$ cat src/rtl/idt_cfg_pkg.sv
// idt_cfg_pkg: shared types, word layout and boot default for the IDT clock-synthesizer scheduler
package idt_cfg_pkg;
  localparam int CFG_W = 24;
  localparam logic [CFG_W-1:0] BOOT_CFG_DEF = 24'h36A7EB;
  localparam int C_OFS   = 22;
  localparam int TTL_OFS = 21;
  localparam int F_OFS   = 19;
  localparam int S_OFS   = 16;
  localparam int V_OFS   = 7;
  localparam int R_OFS   = 0;
  typedef enum logic [2:0] {ST_BOOT, ST_IDLE, ST_SHIFT, ST_STROBE, ST_LOCK, ST_DONE} state_t;
endpackage

$ cat src/rtl/idt_cfg_sched_if.sv
// idt_cfg_sched_if: requester-side bus of the synthesizer scheduler
interface idt_cfg_sched_if;
  import idt_cfg_pkg::*;
  logic [1:0] req;
  logic [CFG_W-1:0] cfg0;
  logic [CFG_W-1:0] cfg1;
  logic [1:0] grant;
  logic [1:0] ack;
  logic busy;
  logic [CFG_W-1:0] cur_cfg;
  logic clk_ready;
  modport master (output req, cfg0, cfg1, input grant, ack, busy, cur_cfg, clk_ready);
  modport slave (input req, cfg0, cfg1, output grant, ack, busy, cur_cfg, clk_ready);
endinterface

$ cat src/rtl/idt_ser_shift.sv
// idt_ser_shift: serializes one config word MSB first on sclk/data, then pulses the load strobe
module idt_ser_shift
  import idt_cfg_pkg::*;
#(
  parameter int SCLK_DIV = 1
) (
  input  logic             clk,
  input  logic             rst_n,
  input  logic             i_start,
  input  logic [CFG_W-1:0] i_word,
  output logic             o_sclk,
  output logic             o_data,
  output logic             o_strobe,
  output logic             o_shift_end,
  output logic             o_done
);
  localparam int DW = $clog2(2 * SCLK_DIV);
  localparam int BW = $clog2(CFG_W);
  logic [DW-1:0] r_div;
  logic [BW-1:0] r_bit;
  logic [CFG_W-1:0] r_sr;
  logic r_act, r_stb, w_wrap;
  assign w_wrap = r_div == DW'(2 * SCLK_DIV - 1);
  assign o_shift_end = r_act & w_wrap & (r_bit == BW'(CFG_W - 1));
  assign o_done = r_stb & w_wrap;
  assign o_sclk = r_act & (r_div >= DW'(SCLK_DIV));
  assign o_data = r_act & r_sr[CFG_W-1];
  assign o_strobe = r_stb;
  // one divider paces both the bit cells and the strobe pulse
  always_ff @(posedge clk or negedge rst_n) begin
    if (!rst_n) begin
      r_div <= '0;
      r_bit <= '0;
      r_sr  <= '0;
      r_act <= 1'b0;
      r_stb <= 1'b0;
    end else if (i_start) begin
      r_div <= '0;
      r_bit <= '0;
      r_sr  <= i_word;
      r_act <= 1'b1;
      r_stb <= 1'b0;
    end else if (r_act | r_stb) begin
      r_div <= w_wrap ? '0 : r_div + 1'b1;
      if (w_wrap && r_act) begin
        r_sr  <= {r_sr[CFG_W-2:0], 1'b0};
        r_bit <= r_bit + 1'b1;
      end
      if (o_shift_end) begin
        r_act <= 1'b0;
        r_stb <= 1'b1;
      end
      if (o_done) r_stb <= 1'b0;
    end
  end
endmodule

$ cat src/rtl/idt_cfg_sched.sv
// idt_cfg_sched: boots, then round-robin programs the IDT synthesizer for two requesters.
// IDT_CFG_SKIP_SAME_EN: a grant whose word is already locked in is acked without reprogramming.
module idt_cfg_sched
  import idt_cfg_pkg::*;
#(
  parameter logic [CFG_W-1:0] BOOT_CFG    = BOOT_CFG_DEF,
  parameter int               SCLK_DIV    = 1,
  parameter int               LOCK_CYCLES = 50000
) (
  input  logic              clk,
  input  logic              rst_n,
  idt_cfg_sched_if.slave    bus,
  output logic              o_idt_sclk,
  output logic              o_idt_data,
  output logic              o_idt_strobe
);
  localparam int LW = $clog2(LOCK_CYCLES) > 0 ? $clog2(LOCK_CYCLES) : 1;
  state_t r_state, w_next;
  logic [CFG_W-1:0] r_word, r_cur, w_pick_cfg;
  logic [1:0] r_grant, w_pick;
  logic [LW-1:0] r_lock;
  logic r_last, r_rdy, w_go, w_skip, w_start, w_shift_end, w_done, w_lock_end;
  assign w_go = |bus.req;
  assign w_pick = &bus.req ? (r_last ? 2'b01 : 2'b10) : bus.req;
  assign w_pick_cfg = w_pick[1] ? bus.cfg1 : bus.cfg0;
`ifdef IDT_CFG_SKIP_SAME_EN
  assign w_skip = r_rdy && (w_pick_cfg == r_cur);
`else
  assign w_skip = 1'b0;
`endif
  assign w_lock_end = r_lock == LW'(LOCK_CYCLES - 1);
  assign w_start = (r_state == ST_BOOT) || (r_state == ST_IDLE && w_next == ST_SHIFT);
  idt_ser_shift #(.SCLK_DIV(SCLK_DIV)) u_shift (
    .clk(clk),
    .rst_n(rst_n),
    .i_start(w_start),
    .i_word(r_state == ST_BOOT ? BOOT_CFG : w_pick_cfg),
    .o_sclk(o_idt_sclk),
    .o_data(o_idt_data),
    .o_strobe(o_idt_strobe),
    .o_shift_end(w_shift_end),
    .o_done(w_done)
  );
  always_ff @(posedge clk or negedge rst_n) begin
    if (!rst_n) r_state <= ST_BOOT;
    else r_state <= w_next;
  end
  always_comb begin
    w_next = r_state;
    case (r_state)
      ST_BOOT:   w_next = ST_SHIFT;
      ST_IDLE:   w_next = !w_go ? ST_IDLE : (w_skip ? ST_DONE : ST_SHIFT);
      ST_SHIFT:  w_next = w_shift_end ? ST_STROBE : ST_SHIFT;
      ST_STROBE: w_next = w_done ? ST_LOCK : ST_STROBE;
      ST_LOCK:   w_next = w_lock_end ? ST_DONE : ST_LOCK;
      ST_DONE:   w_next = ST_IDLE;
      default:   w_next = ST_BOOT;
    endcase
  end
  always_comb begin
    bus.ack = r_state == ST_DONE ? r_grant : 2'b00;
    bus.busy = r_state inside {ST_SHIFT, ST_STROBE, ST_LOCK, ST_DONE};
  end
  assign bus.grant = r_grant;
  assign bus.cur_cfg = r_cur;
  assign bus.clk_ready = r_rdy;
  // r_last remembers the most recent owner so a tie goes to the other requester
  always_ff @(posedge clk or negedge rst_n) begin
    if (!rst_n) begin
      r_word  <= '0;
      r_cur   <= '0;
      r_grant <= 2'b00;
      r_last  <= 1'b1;
      r_rdy   <= 1'b0;
      r_lock  <= '0;
    end else begin
      r_lock <= r_state == ST_LOCK ? r_lock + 1'b1 : '0;
      if (r_state == ST_BOOT) r_word <= BOOT_CFG;
      if (r_state == ST_IDLE && w_go) begin
        r_word  <= w_pick_cfg;
        r_grant <= w_pick;
        r_last  <= w_pick[1];
      end
      if (r_state == ST_DONE) begin
        r_grant <= 2'b00;
        r_cur   <= r_word;
        r_rdy   <= 1'b1;
      end
      if (w_start) r_rdy <= 1'b0;
    end
  end
endmodule
$ cat src/flat_wrapper.sv
// flat-port wrapper written by rule: the top's interface ports become plain ports
module idt_cfg_sched_flat import idt_cfg_pkg::*;
#(
  parameter logic [CFG_W-1:0] BOOT_CFG    = BOOT_CFG_DEF,
  parameter int               SCLK_DIV    = 1,
  parameter int               LOCK_CYCLES = 50000
)
  (clk, rst_n, o_idt_sclk, o_idt_data, o_idt_strobe, bus_req, bus_cfg0, bus_cfg1, bus_grant, bus_ack, bus_busy, bus_cur_cfg, bus_clk_ready);
  idt_cfg_sched_if bus_i ();
  input  logic clk;
  input  logic rst_n;
  output logic o_idt_sclk;
  output logic o_idt_data;
  output logic o_idt_strobe;
  input wire logic [$bits(bus_i.req)-1:0] bus_req;
  input wire logic [$bits(bus_i.cfg0)-1:0] bus_cfg0;
  input wire logic [$bits(bus_i.cfg1)-1:0] bus_cfg1;
  output wire logic [$bits(bus_i.grant)-1:0] bus_grant;
  output wire logic [$bits(bus_i.ack)-1:0] bus_ack;
  output wire logic [$bits(bus_i.busy)-1:0] bus_busy;
  output wire logic [$bits(bus_i.cur_cfg)-1:0] bus_cur_cfg;
  output wire logic [$bits(bus_i.clk_ready)-1:0] bus_clk_ready;
  assign bus_i.req = bus_req;
  assign bus_i.cfg0 = bus_cfg0;
  assign bus_i.cfg1 = bus_cfg1;
  assign bus_grant = bus_i.grant;
  assign bus_ack = bus_i.ack;
  assign bus_busy = bus_i.busy;
  assign bus_cur_cfg = bus_i.cur_cfg;
  assign bus_clk_ready = bus_i.clk_ready;
  idt_cfg_sched #(.BOOT_CFG(BOOT_CFG), .SCLK_DIV(SCLK_DIV), .LOCK_CYCLES(LOCK_CYCLES)) u_core (.clk(clk), .rst_n(rst_n), .bus(bus_i), .o_idt_sclk(o_idt_sclk), .o_idt_data(o_idt_data), .o_idt_strobe(o_idt_strobe));
endmodule
$ cat config.mk
export PLATFORM = sky130hd
export DESIGN_NAME = idt_cfg_sched_flat
export DESIGN_NICKNAME = d
export VERILOG_FILES = /design/src/rtl/idt_cfg_pkg.sv /design/src/rtl/idt_cfg_sched_if.sv /design/src/rtl/idt_ser_shift.sv /design/src/rtl/idt_cfg_sched.sv /design/src/flat_wrapper.sv
export SDC_FILE = /design/constraint.sdc
export NUM_CORES = 1
export LEC_CHECK = 0
export ABC_AREA = 1
export BUFFER_PORTS_ARGS = -buffer_cell sky130_fd_sc_hd__clkbuf_2
export CAP_MARGIN = 40
export CORE_MARGIN = 2
export CORE_UTILIZATION = 55
export CTS_CLUSTER_DIAMETER = 40
export DETAILED_ROUTE_END_ITERATION = 10
export GPL_ROUTABILITY_DRIVEN = 0
export PLACE_DENSITY = 0.75
export SLEW_MARGIN = 0
export SYNTH_ARGS = -nofsm -noshare
export SYNTH_HDL_FRONTEND = slang
export SYNTH_SLANG_ARGS = --single-unit
$ cat constraint.sdc
create_clock -name clk -period 2.6 [get_ports clk]
set_input_delay 0.78 -clock clk [delete_from_list [all_inputs] [get_ports clk]]
set_output_delay 0.78 -clock clk [all_outputs]
set_load 0.05 [all_outputs]
==> impl_metrics.ini, run 1 <==
[finish]
syn_to_final_growth_pct = 16.5
nets = 733
drive_gt1_share_pct = 20.8
antenna_cells = 0
instances_no_fill = 792

[cts]
cts_resized = 0
cts-htree-levels = 3
clock_sinks = 103
cts_tree = built
clk_path_buf_depth = 2
postCtsHoldBufs = 0
cts_made_buffers = 9
clock-root-buffer = clkbuf_8
cts.clk_slew.worst_paths_ns = 0.11
cts_setup_buffers = 0
insertion_delay_ns = 0.39

[power_and_ir_drop]
comb_power_share_pct = 33.8
ir_drop_uv = 478
p_per_area_nw_per_um2 = 832
p_int_w = 0.00285
seqPwrFrac_pct = 44.4
power_frac_clock_pct = 21.8
p_sw_w = 0.00189
swShare_pct = 39.9
p_leak_nw = 2.93

[global_routing]
grt-ovfl-total = 0
grtUsageTotal_pct = 24.5
grt_pass1_vias = 4077
antenna_found_initial = 0
grt_max_degree = 52
grt_pass1_wl_um = 19000

[timing]
hold_violations = 0
worst_pin_slew_ns = 0.758
fin_skew_ns = 0.0209
fin_crit_sh_pct = 95.4
finalMaxSlewViolations = 0
finalSetupViolCount = 0
relSlewSlack_pct = 49.5
tns_ns = 0
fmax_ghz = 0.403
period_minus_slack_ns = 2.48
worst_slack_ns = 0.120
rsz0062_at_grt = false

[placement]
dp_slack_ns = 0.322
port_buffers = 84
dp_hpwl_um = 8140
dp_cells = 776

[logic_synthesis]
yosys.area.top_type_share_pct = 52.3
synth_cell_type_count = 28
synth_top_flop_cell = dfrtp_1
synth-seq-cells = 103
synth_edf_count = 0
synth.most_common_cell = nand2_1
ys.warnings.count = 0
synth_simple_gate_area_share_pct = 27.0
synth.area.top_cells = dfrtp_1 52%, nand2_1 14%, inv_1 5.5%
syn_avg_cell_area_um2 = 8.22
synth_xor_area_share_pct = 1.08
synthMuxAreaShare_pct = 3.46
ys_seq_area_share_pct = 52.8
async_flop_share_pct = 100
synth_top_family_by_area = simple AND/OR/NAND/NOR gates
synthCells = 594
syn-num-nets = 648
syn_area_um2 = 4880
synth_compound_area_share_pct = 6.69
ys_top_cells_by_count = 184 x nand2_1, 102 x dfrtp_1, 71 x inv_1, 47 x nand3_1, 46 x nor2_1
synthAdderAreaFrac_pct = 0.512
yosysTopAreaCell = dfrtp_1

[detailed_routing]
detail_route.iter0.violations = 342
wl_um = 11000
postRouteAntennaNets = 0
drc_errors = 0
vias = 4132
firstDrtPassIters = 4
wl_per_cell_um = 13.9
vias_per_cell = 5.22

[job]
cap_violations = 0

[floorplanning]
dieArea_um2 = 9650
boundaryPins = 85
rows = 34
die-width_um = 98.2
chipHeight_um = 98.2
start_util_pct = 56.3
coreArea_um2 = 8680

[worst_setup_path]
required_ns = 1.82
worstSetupStartpoint = u_core.r_state[0]$_DFF_PN0_
worstPathMaxFanout = 5
rrSetupSlack_ns = 0.84
cp-start-kind = flop
path_class = reg -> out
cp-end-kind = output pin
rr_startpoint = u_core.r_last$_DFFE_PN1P_
arrival_ns = 1.70

[worst_hold_path]
hp-class = in -> async

[status]
status = complete, no violations
[routing by layer]
metal	track usage [%]	vias up	part of all wire, %
li1	-	2040	-
met1	31.9	1995	44
met2	42.5	89	51
met3	5.51	8	4.1
met4	5.16	0	0.86
met5	0	-	0
[flip-flops by register name, indices dropped and copies added, names as in the netlist]
signal,cells
u_core.r_lock,16
u_core.bus.cur_cfg,24
u_core.u_shift.r_act,1
u_core.bus.clk_ready,1
u_core.r_last,1
u_core.u_shift.r_sr,24
u_core.r_state,3
u_core.bus.grant,2
u_core.u_shift.r_div,1
u_core.u_shift.r_bit,5
u_core.r_word,24
u_core.u_shift.o_strobe,1
[kinds of logic after synthesis]
logic type,after synthesis
buffers and inverters,101
muxes,15
DFF,103
adders and majority gates,2
xor gates and xnor gates,6
and+or+nand+nor,303
AOI/OAI and AO/OA,64
[worst max-delay path, cell delays in order (launching register included)]
cell     delay (ns)
dfrtp_1        0.42
inv_2          0.09
nor2_1         0.16
nand2_1        0.21
nor2_1         0.27
buf_12         0.18
[through the flow]
step | utilization, % | total power, W | hold WS [ns] | area [µm²]
finish | 65.6 | 0.00473 | 0.319 | 5690
global route | 65.6 | 0.00508 | 0.342 | 5690
CTS | 65.6 | 0.00476 | 0.331 | 5690
detailed placement | 63.1 | 0.00374 | 0.459 | 5480
global placement | 63.1 | 0.00368 | 0.444 | 5480
floorplan | - | 0.00327 | 0.432 | 4880
[worst paths after layout]
| check | end | cells past startpoint |
|---|---|---|
| setup / recovery | bus_ack[1] | 5 |
| max in group asynchronous | u_core.bus.cur_cfg[20]$_DFFE_PN0P_ | 2 |
| hold reg to reg | u_core.r_lock[0]$_DFF_PN0_ | 1 |
| min in group clk | u_core.r_lock[0]$_DFF_PN0_ | 1 |
| hold / removal | u_core.r_lock[5]$_DFF_PN0_ | 1 |
| setup reg to reg | u_core.r_word[0]$_DFFE_PN0P_ | 6 |
[cell usage in the layout, fill, tap and decap left out, types with 8 or more instances in the layout]
cell | Yosys | layout
nand2_1 | 184 | 184
dfrtp_1 | 102 | 102
clkbuf_2 | 0 | 80
inv_1 | 71 | 71
nand3_1 | 47 | 47
nor2_1 | 46 | 46
o21ai_0 | 26 | 26
o21ai_1 | 26 | 26
mux2_2 | 15 | 15
nand3b_1 | 12 | 12
a21oi_1 | 10 | 10
buf_4 | 5 | 10
clkbuf_8 | 0 | 9
inv_2 | 8 | 8
[power groups by stage]
stage / combinational [W] / sequential [W] / clock, W
2_1_floorplan: 0.00109 / 0.00217 / 0
3_3_place_gp: 0.00157 / 0.00212 / 0
3_5_place_dp: 0.00161 / 0.00213 / 0
4_1_cts: 0.00161 / 0.00210 / 0.00105
5_1_grt: 0.00183 / 0.00213 / 0.00112
6_report: 0.00160 / 0.00210 / 0.00103
[final cells by class]
type	instances	area, µm²
Sequential cell	103	2580
Fill cell	734	2990
Multi-Input combinational cell	390	1890
Timing Repair Buffer	95	576
Inverter	80	300
Clock inverter	7	86.3
Clock buffer	9	124
Tap cell	108	135
Power figures use the tool's default switching activity.
==> inputs of run 2 (changes only) <==
- CTS_BUF_LIST: unset -> sky130_fd_sc_hd__clkbuf_8 sky130_fd_sc_hd__clkbuf_16
- PLACE_DENSITY: 0.75 -> unset
- PLACE_DENSITY_LB_ADDON: unset -> 0.2
==> impl_metrics.ini, run 2 (synthesized netlist as in run 1, its figures left out) <==
[status]
status = complete, no violations

[power_and_ir_drop]
p_leak_nw = 2.93
p_per_area_nw_per_um2 = 820
ir_drop_uv = 421

[timing]
finalSetupViolCount = 0
fin_skew_ns = 0.0137
fmax_ghz = 0.420
worst_slack_ns = 0.217
hold_violations = 0
fin_crit_sh_pct = 91.6
worst_pin_slew_ns = 0.521
relSlewSlack_pct = 65.2
period_minus_slack_ns = 2.38
finalMaxSlewViolations = 0
tns_ns = 0
rsz0062_at_grt = false

[placement]
place_area_um2 = 5470
dp_hpwl_um = 8280
dp_slack_ns = 0.433
port_buffers = 84
dp_cells = 776

[detailed_routing]
vias_per_cell = 5.18
postRouteAntennaNets = 0
drc_errors = 0
detail_route.iter0.violations = 218
wl_per_cell_um = 14.0
wl_met1_um = 4780
met3_wirelength_um = 610
highest_layer = met4
wl_um = 11100
wl_met2_um = 5440
firstDrtPassIters = 5
vias = 4105

[worst_setup_path]
crit_path_frequent_cell = nor2_1
cpMaxStageDelayCell = dfrtp_1
cp-end-kind = output pin
worstPathMaxFanout = 11
cp.buffers_inverters = 2
cp-start-kind = flop
worstSetupStartpoint = u_core.r_state[0]$_DFF_PN0_
required_ns = 1.82
critPathMaxStageDelay_ns = 0.39
rrSetupSlack_ns = 0.89
r2r-end = u_core.u_shift.r_sr[12]$_DFFE_PN0P_
path_class = reg -> out
rr_startpoint = u_core.r_state[2]$_DFF_PN0_
r2r_cells = 8
crit_chain = inv_2 -> nor2_1 -> nand2_2 -> nor2_1 -> buf_12
crit_family = simple AND/OR/NAND/NOR gates
arrival_ns = 1.60

[global_routing]
grt_pass1_wl_um = 18900
grt_pass1_vias = 3958
antenna_found_initial = 0
grt_max_degree = 40
grtUsageTotal_pct = 24.6
grt-ovfl-total = 0

[finish]
num-fill-cells = 767
antenna_cells = 0
mostFrequentLayoutCells = 183 x nand2_1, 102 x dfrtp_1, 80 x clkbuf_2
drive_gt1_share_pct = 20.9
multiInputGateArea_um2 = 1890
instances_no_fill = 792
seqCellArea_um2 = 2580
syn_to_final_growth_pct = 15.8
final_area_um2 = 5650
layout_commonest_cell = nand2_1
final_util_pct = 65.2
nets = 733

[cts]
cts.clk_slew.worst_paths_ns = 0.11
cts-htree-levels = 3
cts_setup_buffers = 0
cts_made_buffers = 9
clock-root-buffer = clkbuf_8
clk_path_buf_depth = 2
cts_tree = built
insertion_delay_ns = 0.38
clock_sinks = 103

[job]
cap_violations = 0

[floorplanning]
boundaryPins = 85
die-width_um = 98.2
dieArea_um2 = 9650
start_util_pct = 56.3
chipHeight_um = 98.2
coreArea_um2 = 8680
rows = 34

[worst_hold_path]
hp-class = in -> async
run 2: cell types whose count changed in the layout (fill, tap and decap cells not counted), sizes merged:
cell	before	now
inv	82	85
clkinv	5	2
run 2: power breakdown:
part | internal, W | switching (W)
sequential | 0.00192 | 0.000170
clock | 0.000371 | 0.000603
combinational | 0.000518 | 0.00105
total | 0.00281 | 0.00183
run 2: worst reg2reg max path: stages, from the launching register on:
cell	delay, ns
dfrtp_1	0.46
inv_2	0.13
nand3_2	0.13
nor2_8	0.26
buf_4	0.29
nand3_1	0.18
nand2_1	0.10
nand2_1	0.05
nand2_1	0.06
run 2: layout make-up:
cell class | count | share of cell area, %
tap | 108 | 2.39
sequential | 103 | 45.6
inverter | 80 | 5.31
multi-input combinational | 390 | 33.5
timing repair buffer | 95 | 9.96
clock buffer | 9 | 2.19
clock inverter | 7 | 1.06
run 2: routing by layer:
| metal | global-route usage, % | up-vias |
|---|---|---|
| met2 | 40.5 | 126 |
| met1 | 32.7 | 1928 |
| met3 | 6.01 | 20 |
| met5 | 0 | - |
| li1 | - | 2031 |
| met4 | 7.59 | 0 |
run 2: what timing repair did:
item,CTS,global route
endpoints found under the hold margin,0,0
resized for setup,0,1
hold buffers,0,0
setup endpoints to repair,0,1
run 2: worst max-delay path by stage:
stage	end	slack [ns]	cells after the start
after floorplan	bus_ack[0]	0.19	6
after global routing	bus_ack[1]	0.09	5
final	bus_ack[1]	0.22	5
after detailed placement	u_core.r_word[21]$_DFFE_PN0P_	0.43	10
after global placement	u_core.u_shift.r_sr[12]$_DFFE_PN0P_	0.50	10
after CTS	bus_busy	0.11	5
run 2: through the flow:
step	hold slack (ns)	power (W)
global placement	0.447	0.00364
detailed placement	0.462	0.00370
CTS	0.375	0.00467
finish	0.367	0.00464
floorplan	0.432	0.00327
global route	0.380	0.00498
